===== config.mk =====
export PLATFORM = sky130hd
export DESIGN_NAME = ef_wb_cmd_master
export DESIGN_NICKNAME = d
export VERILOG_FILES = /design/src/rtl/ef_wb_cmd_master.sv
export SDC_FILE = /design/constraint.sdc
export NUM_CORES = 1
export LEC_CHECK = 0
export BUFFER_PORTS_ARGS = -buffer_cell sky130_fd_sc_hd__buf_2
export CORE_UTILIZATION = 43
export CTS_BUF_LIST = sky130_fd_sc_hd__clkbuf_4
export DETAILED_ROUTE_END_ITERATION = 10
export PLACE_DENSITY = 0.72
export SLEW_MARGIN = 20
export SYNTH_ARGS = -nofsm -noshare
export SYNTH_HDL_FRONTEND = slang
export SYNTH_SLANG_ARGS = --single-unit
export TNS_END_PERCENT = 30

===== constraint.sdc =====
create_clock -name clk_i -period 3.4 [get_ports clk_i]
set_input_delay 0.34 -clock clk_i [delete_from_list [all_inputs] [get_ports clk_i]]
set_output_delay 0.34 -clock clk_i [all_outputs]
set_load 0.1 [all_outputs]

===== src/rtl/ef_wb_cmd_master.sv =====
// Wishbone classic single-cycle bus master driven by a one-deep command port.
// Executes single writes, single reads, and reads repeated until masked bits are set.
//
// state | meaning
// ------+--------------------------------------------------------------
// IDLE  | cmd_ready high, waiting for a command
// BUS   | cyc_o/stb_o high, waiting for ack_i or the ack timeout
// CHECK | one cycle to test poll data against the mask
// WAIT  | idle gap (cyc_o low) before the next poll read
// RESP  | rsp_valid high, response held until rsp_ready
module ef_wb_cmd_master #(
  parameter int POLL_MAX = 1024,
  parameter int ACK_TO   = 64,
  parameter int GAP      = 2
) (
  input  logic        clk_i,
  input  logic        rst_i,
  input  logic        cmd_valid,
  output logic        cmd_ready,
  input  logic        cmd_we,
  input  logic        cmd_poll,
  input  logic [31:0] cmd_adr,
  input  logic [31:0] cmd_dat,
  input  logic [31:0] cmd_mask,
  output logic        rsp_valid,
  input  logic        rsp_ready,
  output logic [31:0] rsp_dat,
  output logic [1:0]  rsp_err,
  output logic [31:0] adr_o,
  output logic [31:0] dat_o,
  input  logic [31:0] dat_i,
  output logic [3:0]  sel_o,
  output logic        cyc_o,
  output logic        stb_o,
  output logic        we_o,
  input  logic        ack_i
);

  localparam int AW = $clog2(ACK_TO + 1);
  localparam int PW = $clog2(POLL_MAX + 1);
  localparam int GW = (GAP < 2) ? 1 : $clog2(GAP + 1);

  localparam logic [1:0] ERR_OK   = 2'b00;
  localparam logic [1:0] ERR_ACK  = 2'b01;
  localparam logic [1:0] ERR_POLL = 2'b10;

  typedef enum logic [2:0] {S_IDLE, S_BUS, S_CHECK, S_WAIT, S_RESP} state_t;

  state_t         state_q, state_d;
  logic [31:0]    adr_q, adr_d;
  logic [31:0]    dat_q, dat_d;
  logic [31:0]    mask_q, mask_d;
  logic           we_q, we_d;
  logic           poll_q, poll_d;
  logic [31:0]    rsp_dat_q, rsp_dat_d;
  logic [1:0]     rsp_err_q, rsp_err_d;
  logic [AW-1:0]  ack_cnt_q, ack_cnt_d;
  logic [PW-1:0]  poll_cnt_q, poll_cnt_d;
  logic [GW-1:0]  gap_cnt_q, gap_cnt_d;

  // State and datapath registers; reset discards any command in flight.
  always_ff @(posedge clk_i) begin
    if (rst_i) begin
      state_q    <= S_IDLE;
      adr_q      <= '0;
      dat_q      <= '0;
      mask_q     <= '0;
      we_q       <= 1'b0;
      poll_q     <= 1'b0;
      rsp_dat_q  <= '0;
      rsp_err_q  <= ERR_OK;
      ack_cnt_q  <= '0;
      poll_cnt_q <= '0;
      gap_cnt_q  <= '0;
    end else begin
      state_q    <= state_d;
      adr_q      <= adr_d;
      dat_q      <= dat_d;
      mask_q     <= mask_d;
      we_q       <= we_d;
      poll_q     <= poll_d;
      rsp_dat_q  <= rsp_dat_d;
      rsp_err_q  <= rsp_err_d;
      ack_cnt_q  <= ack_cnt_d;
      poll_cnt_q <= poll_cnt_d;
      gap_cnt_q  <= gap_cnt_d;
    end
  end

  // Next-state and datapath updates for the command sequence.
  always_comb begin
    state_d    = state_q;
    adr_d      = adr_q;
    dat_d      = dat_q;
    mask_d     = mask_q;
    we_d       = we_q;
    poll_d     = poll_q;
    rsp_dat_d  = rsp_dat_q;
    rsp_err_d  = rsp_err_q;
    ack_cnt_d  = ack_cnt_q;
    poll_cnt_d = poll_cnt_q;
    gap_cnt_d  = gap_cnt_q;
    case (state_q)
      S_IDLE: begin
        if (cmd_valid) begin
          adr_d      = cmd_adr;
          dat_d      = cmd_dat;
          mask_d     = cmd_mask;
          we_d       = cmd_we;
          poll_d     = cmd_poll & ~cmd_we;
          ack_cnt_d  = '0;
          poll_cnt_d = '0;
          state_d    = S_BUS;
        end
      end
      S_BUS: begin
        // An ack in the timeout cycle still completes the transfer normally.
        if (ack_i) begin
          rsp_dat_d = we_q ? dat_q : dat_i;
          if (poll_q) begin
            state_d = S_CHECK;
          end else begin
            rsp_err_d = ERR_OK;
            state_d   = S_RESP;
          end
        end else if (ack_cnt_q == AW'(ACK_TO - 1)) begin
          ack_cnt_d = AW'(ACK_TO);
          rsp_dat_d = '0;
          rsp_err_d = ERR_ACK;
          state_d   = S_RESP;
        end else begin
          ack_cnt_d = ack_cnt_q + 1'b1;
        end
      end
      S_CHECK: begin
        if ((rsp_dat_q & mask_q) != '0) begin
          rsp_err_d = ERR_OK;
          state_d   = S_RESP;
        end else if (poll_cnt_q == PW'(POLL_MAX - 1)) begin
          rsp_err_d = ERR_POLL;
          state_d   = S_RESP;
        end else begin
          poll_cnt_d = poll_cnt_q + 1'b1;
          ack_cnt_d  = '0;
          gap_cnt_d  = GW'(GAP - 1);
          state_d    = (GAP == 0) ? S_BUS : S_WAIT;
        end
      end
      S_WAIT: begin
        // Down-counter loaded with GAP-1 in CHECK; terminal count re-enters BUS.
        if (gap_cnt_q == '0) begin
          ack_cnt_d = '0;
          state_d   = S_BUS;
        end else begin
          gap_cnt_d = gap_cnt_q - 1'b1;
        end
      end
      S_RESP: begin
        if (rsp_ready) state_d = S_IDLE;
      end
      default: state_d = S_IDLE;
    endcase
  end

  assign cmd_ready = (state_q == S_IDLE);
  assign rsp_valid = (state_q == S_RESP);
  assign rsp_dat   = rsp_dat_q;
  assign rsp_err   = rsp_err_q;
  assign cyc_o     = (state_q == S_BUS);
  assign stb_o     = (state_q == S_BUS);
  assign adr_o     = adr_q;
  assign dat_o     = dat_q;
  assign we_o      = we_q;
  assign sel_o     = 4'hF;

endmodule

# == Yosys cells after proc, flatten, opt, wreduce, memory -nomap -nowiden ==
# Cells that the tools add are included.
# W data, S select, Z words.
# totals
register_bits,155
latch_bits,0
ramBits,0
rom_bits,0
input_bits,135
out_inout_bits,107
word_cells,81
memories,0
# classes
add_sub_neg,3
mul,0
n_div,0
magnitude_cmp,0
n_eq_ne,16
n_shift,0
mux,33
bitwise_logic,3
reduce_logical,15
# op_table
operator,n
$mux W32,3
$mux W7,6
$mux W11,3
$and A32 B32 Y32,1
$reduce_bool A32 Y1,1
$pmux W7 S4,1
$mux W3,8
$pmux W11 S2,1
$mux W2,8
$reduce_and A4 Y1,4
$pmux W3 S5,1
$ne A2 B2 Y1 const B,6
$add A11 B1 Y11 const B,1
$eq A11 B10 Y1 const B,1
$pmux W2 S2,2
$reduce_bool A2 Y1,4
$add A7 B1 Y7 const B,1
$eq A7 B6 Y1 const B,1
$eq A3 B2 Y1 const B,2
$ne A3 B3 Y1 const B,2
$reduce_and A6 Y1,1
$reduce_and A2 Y1,2
$reduce_bool A4 Y1,1
$eq A3 B1 Y1 const B,1
other kinds (8),8

# == Longest topological paths before layout ==
# depth
depth_word,4
mapped_depth,8
depth_no_buf,6

# == Least setup slack after synthesis ==
# No wires, ideal clock.
# synth_timing
path_kind,register to register
from,register state_q[1]
to,register state_q[2]
setup_ns,0.074
arrival_time_ns,3.016
t_required_ns,3.326
setup_slack_ns,0.311
stages_incl_launch_ff,5
n_path_buf,1
synth_period_minus_slack_ns,3.089
cell_sequence,dfxtp_1 -> clkbuf_1 -> nor3b_1 -> nand2b_1 -> a21oi_1
# synth_between
elab_chain_cells,3
word_cells_on_any_way,11
classes_between,eq/ne (8); mux (1); reduce/logical (2)
# synth_lines
element,line_no,text
"start, declared",49,"state_t state_q, state_d;"
"start signal, assigned",76,state_q <= state_d;
$eq A3 B3 Y1 (*),-,
named net rsp_valid,25,"output logic rsp_valid,"
$ne A2 B1 Y1 (no line),-,
$reduce_and A4 Y1 (no line),-,
# The timed path passes the listed nets; every way through them passes the cells marked *.
# A chain may end at the register's enable or synchronous reset.

# == Worst setup path in the final report ==
# layout_timing
from,register state_q[0]
to,output stb_o
# layout_between
elab_chain_cells,1
# layout_lines
element,line_no,text
$eq A3 B1 Y1,170,assign stb_o = (state_q == S_BUS);
"end, declared",34,"output logic stb_o,"
# Every way passes these cells.

==> results.md <==
| Quantity | Reported |
|---|---|
| Placeable core region | 14,480 sq um |
| CTS H-tree depth | 4 |
| Fraction of layout cells with a size suffix above 1 | 0.2571 |
| Utilization after layout | 0.6131 |
| Pwr/cell area | 500.7 nW/um^2 |
| Post-DR vias/cell | 5.168 |
| Starting density of the core | 0.4381 |
| Inserted Clock Buffers | 17 |
| Unrepaired setup endpoints after global routing | no |
| Tmin final | 2.398 ns |
| Number of non-filler instances in the completed layout | 1,305 |
| Data arrival time of the critical path | 2.06 ns |
| Number of nets at the end of the flow | 1,245 |
| Total area of multi-input combinational cells | 2990 sq um |
| Root buffer selected by CTS | clkbuf_4 |
| Port buffer count | 237 |
| Dominant register cell in the synthesized netlist | dfxtp_1 |
| Cell count after synthesis | 805 |
| Number of setup buffers added after CTS | 0 |
| DRC marker count from the first detailed-route iteration | 402 |
| Worst VDD drop | 288.9 uV |
| Mean instance size in the synthesized netlist | 7.880 sq um |
| Die Wd | 123.5 um |
| Clock latency of the later-clocked register in the worst-skew pair | 0.56 ns |
| Final clock skew | 0.02264 ns |
| Max-slew violation total from the final report | 0 |
| Type of element capturing the critical path | output pin |
| Die outline height | 123.5 um |
| Warnings, synthesis | 0 |
| Number of top-level pins | 242 |
| Half-perimeter wire length of the detailed placement result | 12,690 um |
| Worst-Margin Slew | 1.063 ns |
| Antenna violations before repair | 1 |
| Setup TNS | 0 ns |
| Distinct cell type count after synthesis | 45 |
| Maximum number of pins on one net before global-route repair | 79 |
| Final worst path period share | 0.7052 |
| Endpoint required time on the critical path | 3.06 ns |
| Hold_buf cts | 95 |
| Outcome | finished, final reports clean |
| Netlist area before placement | 6344 sq um |
| Type of element launching the critical path | flip-flop |
| Layout filler cell count | 1,272 |
| Total number of vias | 6,744 |
| Final ANT Viol Nets | 0 |
| Number of synthesized flops with an enable pin | 0 |
| Final routed wire length divided by cell count | 15.20 um |
| TritonCTS clock tree | yes |
| Fraction of the yosys area taken by sequential cells | 0.4892 |
| Count of final setup violators | 0 |
| Max clock buf depth | 2 |
| Overall Global Routing Usage | 0.2594 |
| Number of synthesized register bits | 155 |
| Number of clock sinks | 155 |
| Global placer's final weighted congestion | 0.8985 |
| Hold Vio Cnt, Final | 0 |
| Leakage Power | 3.833 nW |
| Cell count after placement | 1,177 |
| Count of max-cap constraint violations | 0 |
| Area of the die | 15,240 sq um |
| Standard cell area after detailed placement | 7609 sq um |
| Crit Path Category | reg -> out |
| Vias in the first global route | 6,211 |
| Async S/R FF share, synth | 0 |
| Site Rows | 44 |
| Synth-to-Final Area Change | 39.94% |
| Routed WL | 19,830 um |
| FF+latch area | 3104 sq um |
| Clock slew at reported path FFs | 0.13 ns |
| Worst hold path class | in -> reg |
| Remaining design rule violation count | 0 |
| Maximum fanout count along the critical path | 10 |
| Count of TritonRoute iterations in the first routing pass | 7 |
| First-pass GRT wire length | 30,440 um |
| Aggregate global routing overflow | 0 |
| Design Area, Final | 8877 sq um |
| Worst-case headroom to the max-slew limit | 0.2860 |
| Top achievable clock speed | 417.1 MHz |
| Cts repair resizes | 0 |
[cell usage after synthesis, drive strengths merged (2+ instances only)]
cell type,instances,area share
nand2,215,0.13
dfxtp,155,0.49
a21oi,141,0.11
nor2,77,0.046
clkbuf,49,0.029
mux2i,34,0.054
nand3,17,0.013
a22oi,16,0.019
buf,10,0.0089
inv,8,0.0047
nand4,8,0.0089
o2111ai,7,0.0097
o21ai,7,0.0055
nor3,5,0.0039
o211ai,5,0.0059
a31oi,4,0.0039
and4,4,0.0059
nand2b,4,0.0039
nand3b,4,0.0047
or2,4,0.0039
a311oi,3,0.0041
and2,3,0.0030
ha,3,0.0059
a211o,2,0.0028
a31o,2,0.0028
and3,2,0.0020
nor2b,2,0.0020
nor3b,2,0.0032
o31ai,2,0.0024
or4,2,0.0030
[cells by family (layout without fill, tap and decap cells)]
| logic type | count (synthesis) | count (layout) | synth area share |
|---|---|---|---|
| fa+ha+maj | 3 | 3 | 0.005918 |
| flops | 155 | 155 | 0.4892 |
| other cells | 1 | 5 | 0.0005911 |
| simple gates | 351 | 351 | 0.2333 |
| buf+inv | 67 | 379 | 0.04280 |
| mux | 34 | 34 | 0.05365 |
| compound gates | 194 | 194 | 0.1746 |
[path summary, 6_finish.rpt]
path	depth (start not counted)	endpoint	slack [ns]	from
worst max-delay path	2	stb_o	1.00	state_q[0]
worst min-delay path	3	poll_q	0.04	cmd_poll
worst max register to register	7	rsp_err[0]	1.14	ack_cnt_q[0]
worst min register to register	2	poll_cnt_q[10]	0.46	poll_cnt_q[10]
[final cells by class]
| class | count | area share |
|---|---|---|
| inverter | 8 | 0.003383 |
| timing repair buffer | 339 | 0.2483 |
| antenna | 1 | 0.0002819 |
| clock inverter | 15 | 0.02114 |
| multi-input combinational | 586 | 0.3369 |
| clock buffer | 17 | 0.01438 |
| sequential | 155 | 0.3497 |
| tap | 184 | 0.02593 |
[critical path, stage by stage, from the launching register on]
cell	delay (ns)
dfxtp_1	0.45
nor3b_2	0.51
buf_2	0.54
[metal layers]
metal / GRT usage / part of all wire / vias up
met3: 0.05443 / 0.062 / 33
li1: - / - / 3337
met1: 0.3281 / 0.43 / 3121
met2: 0.4323 / 0.49 / 253
met4: 0.09864 / 0.019 / 0
met5: 0 / 0 / -
[power by group]
group / leakage (nW) / internal [mW] / total [mW] / switching (mW)
Sequential: 1.27 / 1.92 / 2.00 / 0.0774
Clock: 0.153 / 0.520 / 1.23 / 0.710
Combinational: 2.41 / 0.301 / 1.22 / 0.916
Total: 3.83 / 2.74 / 4.45 / 1.70
[layout by cell type, fill, tap and decap left out, types with 8 or more instances in the layout]
cell type	instances
buf_2	236
nand2_1	214
dfxtp_1	154
a21oi_1	141
dlygate4sd3_1	95
nor2_1	77
mux2i_1	34
nand3_1	17
clkbuf_4	17
a22oi_1	16
inv_1	8
[registers in the layout, summed over array words and instances (netlist names)]
| name | cells |
|---|---|
| ack_cnt_q | 7 |
| dat_o | 32 |
| we_o | 1 |
| poll_q | 1 |
| adr_o | 32 |
| mask_q | 32 |
| state_q | 3 |
| gap_cnt_q | 2 |
| poll_cnt_q | 11 |
| rsp_dat | 32 |
| rsp_err | 2 |
[per-stage QoR]
stage                     total power, mW  hold slack, ns  setup WS, ns
after floorplan                     2.911          0.4121        0.3110
after global placement              3.149          0.4384         1.246
after detailed placement            3.159          0.4425         1.165
after CTS                           4.461       0.0007387        0.9750
after global routing                4.638       0.0008855        0.8880
final                               4.445         0.04248         1.002
Note: power is estimated with default switching activity, not from simulation.
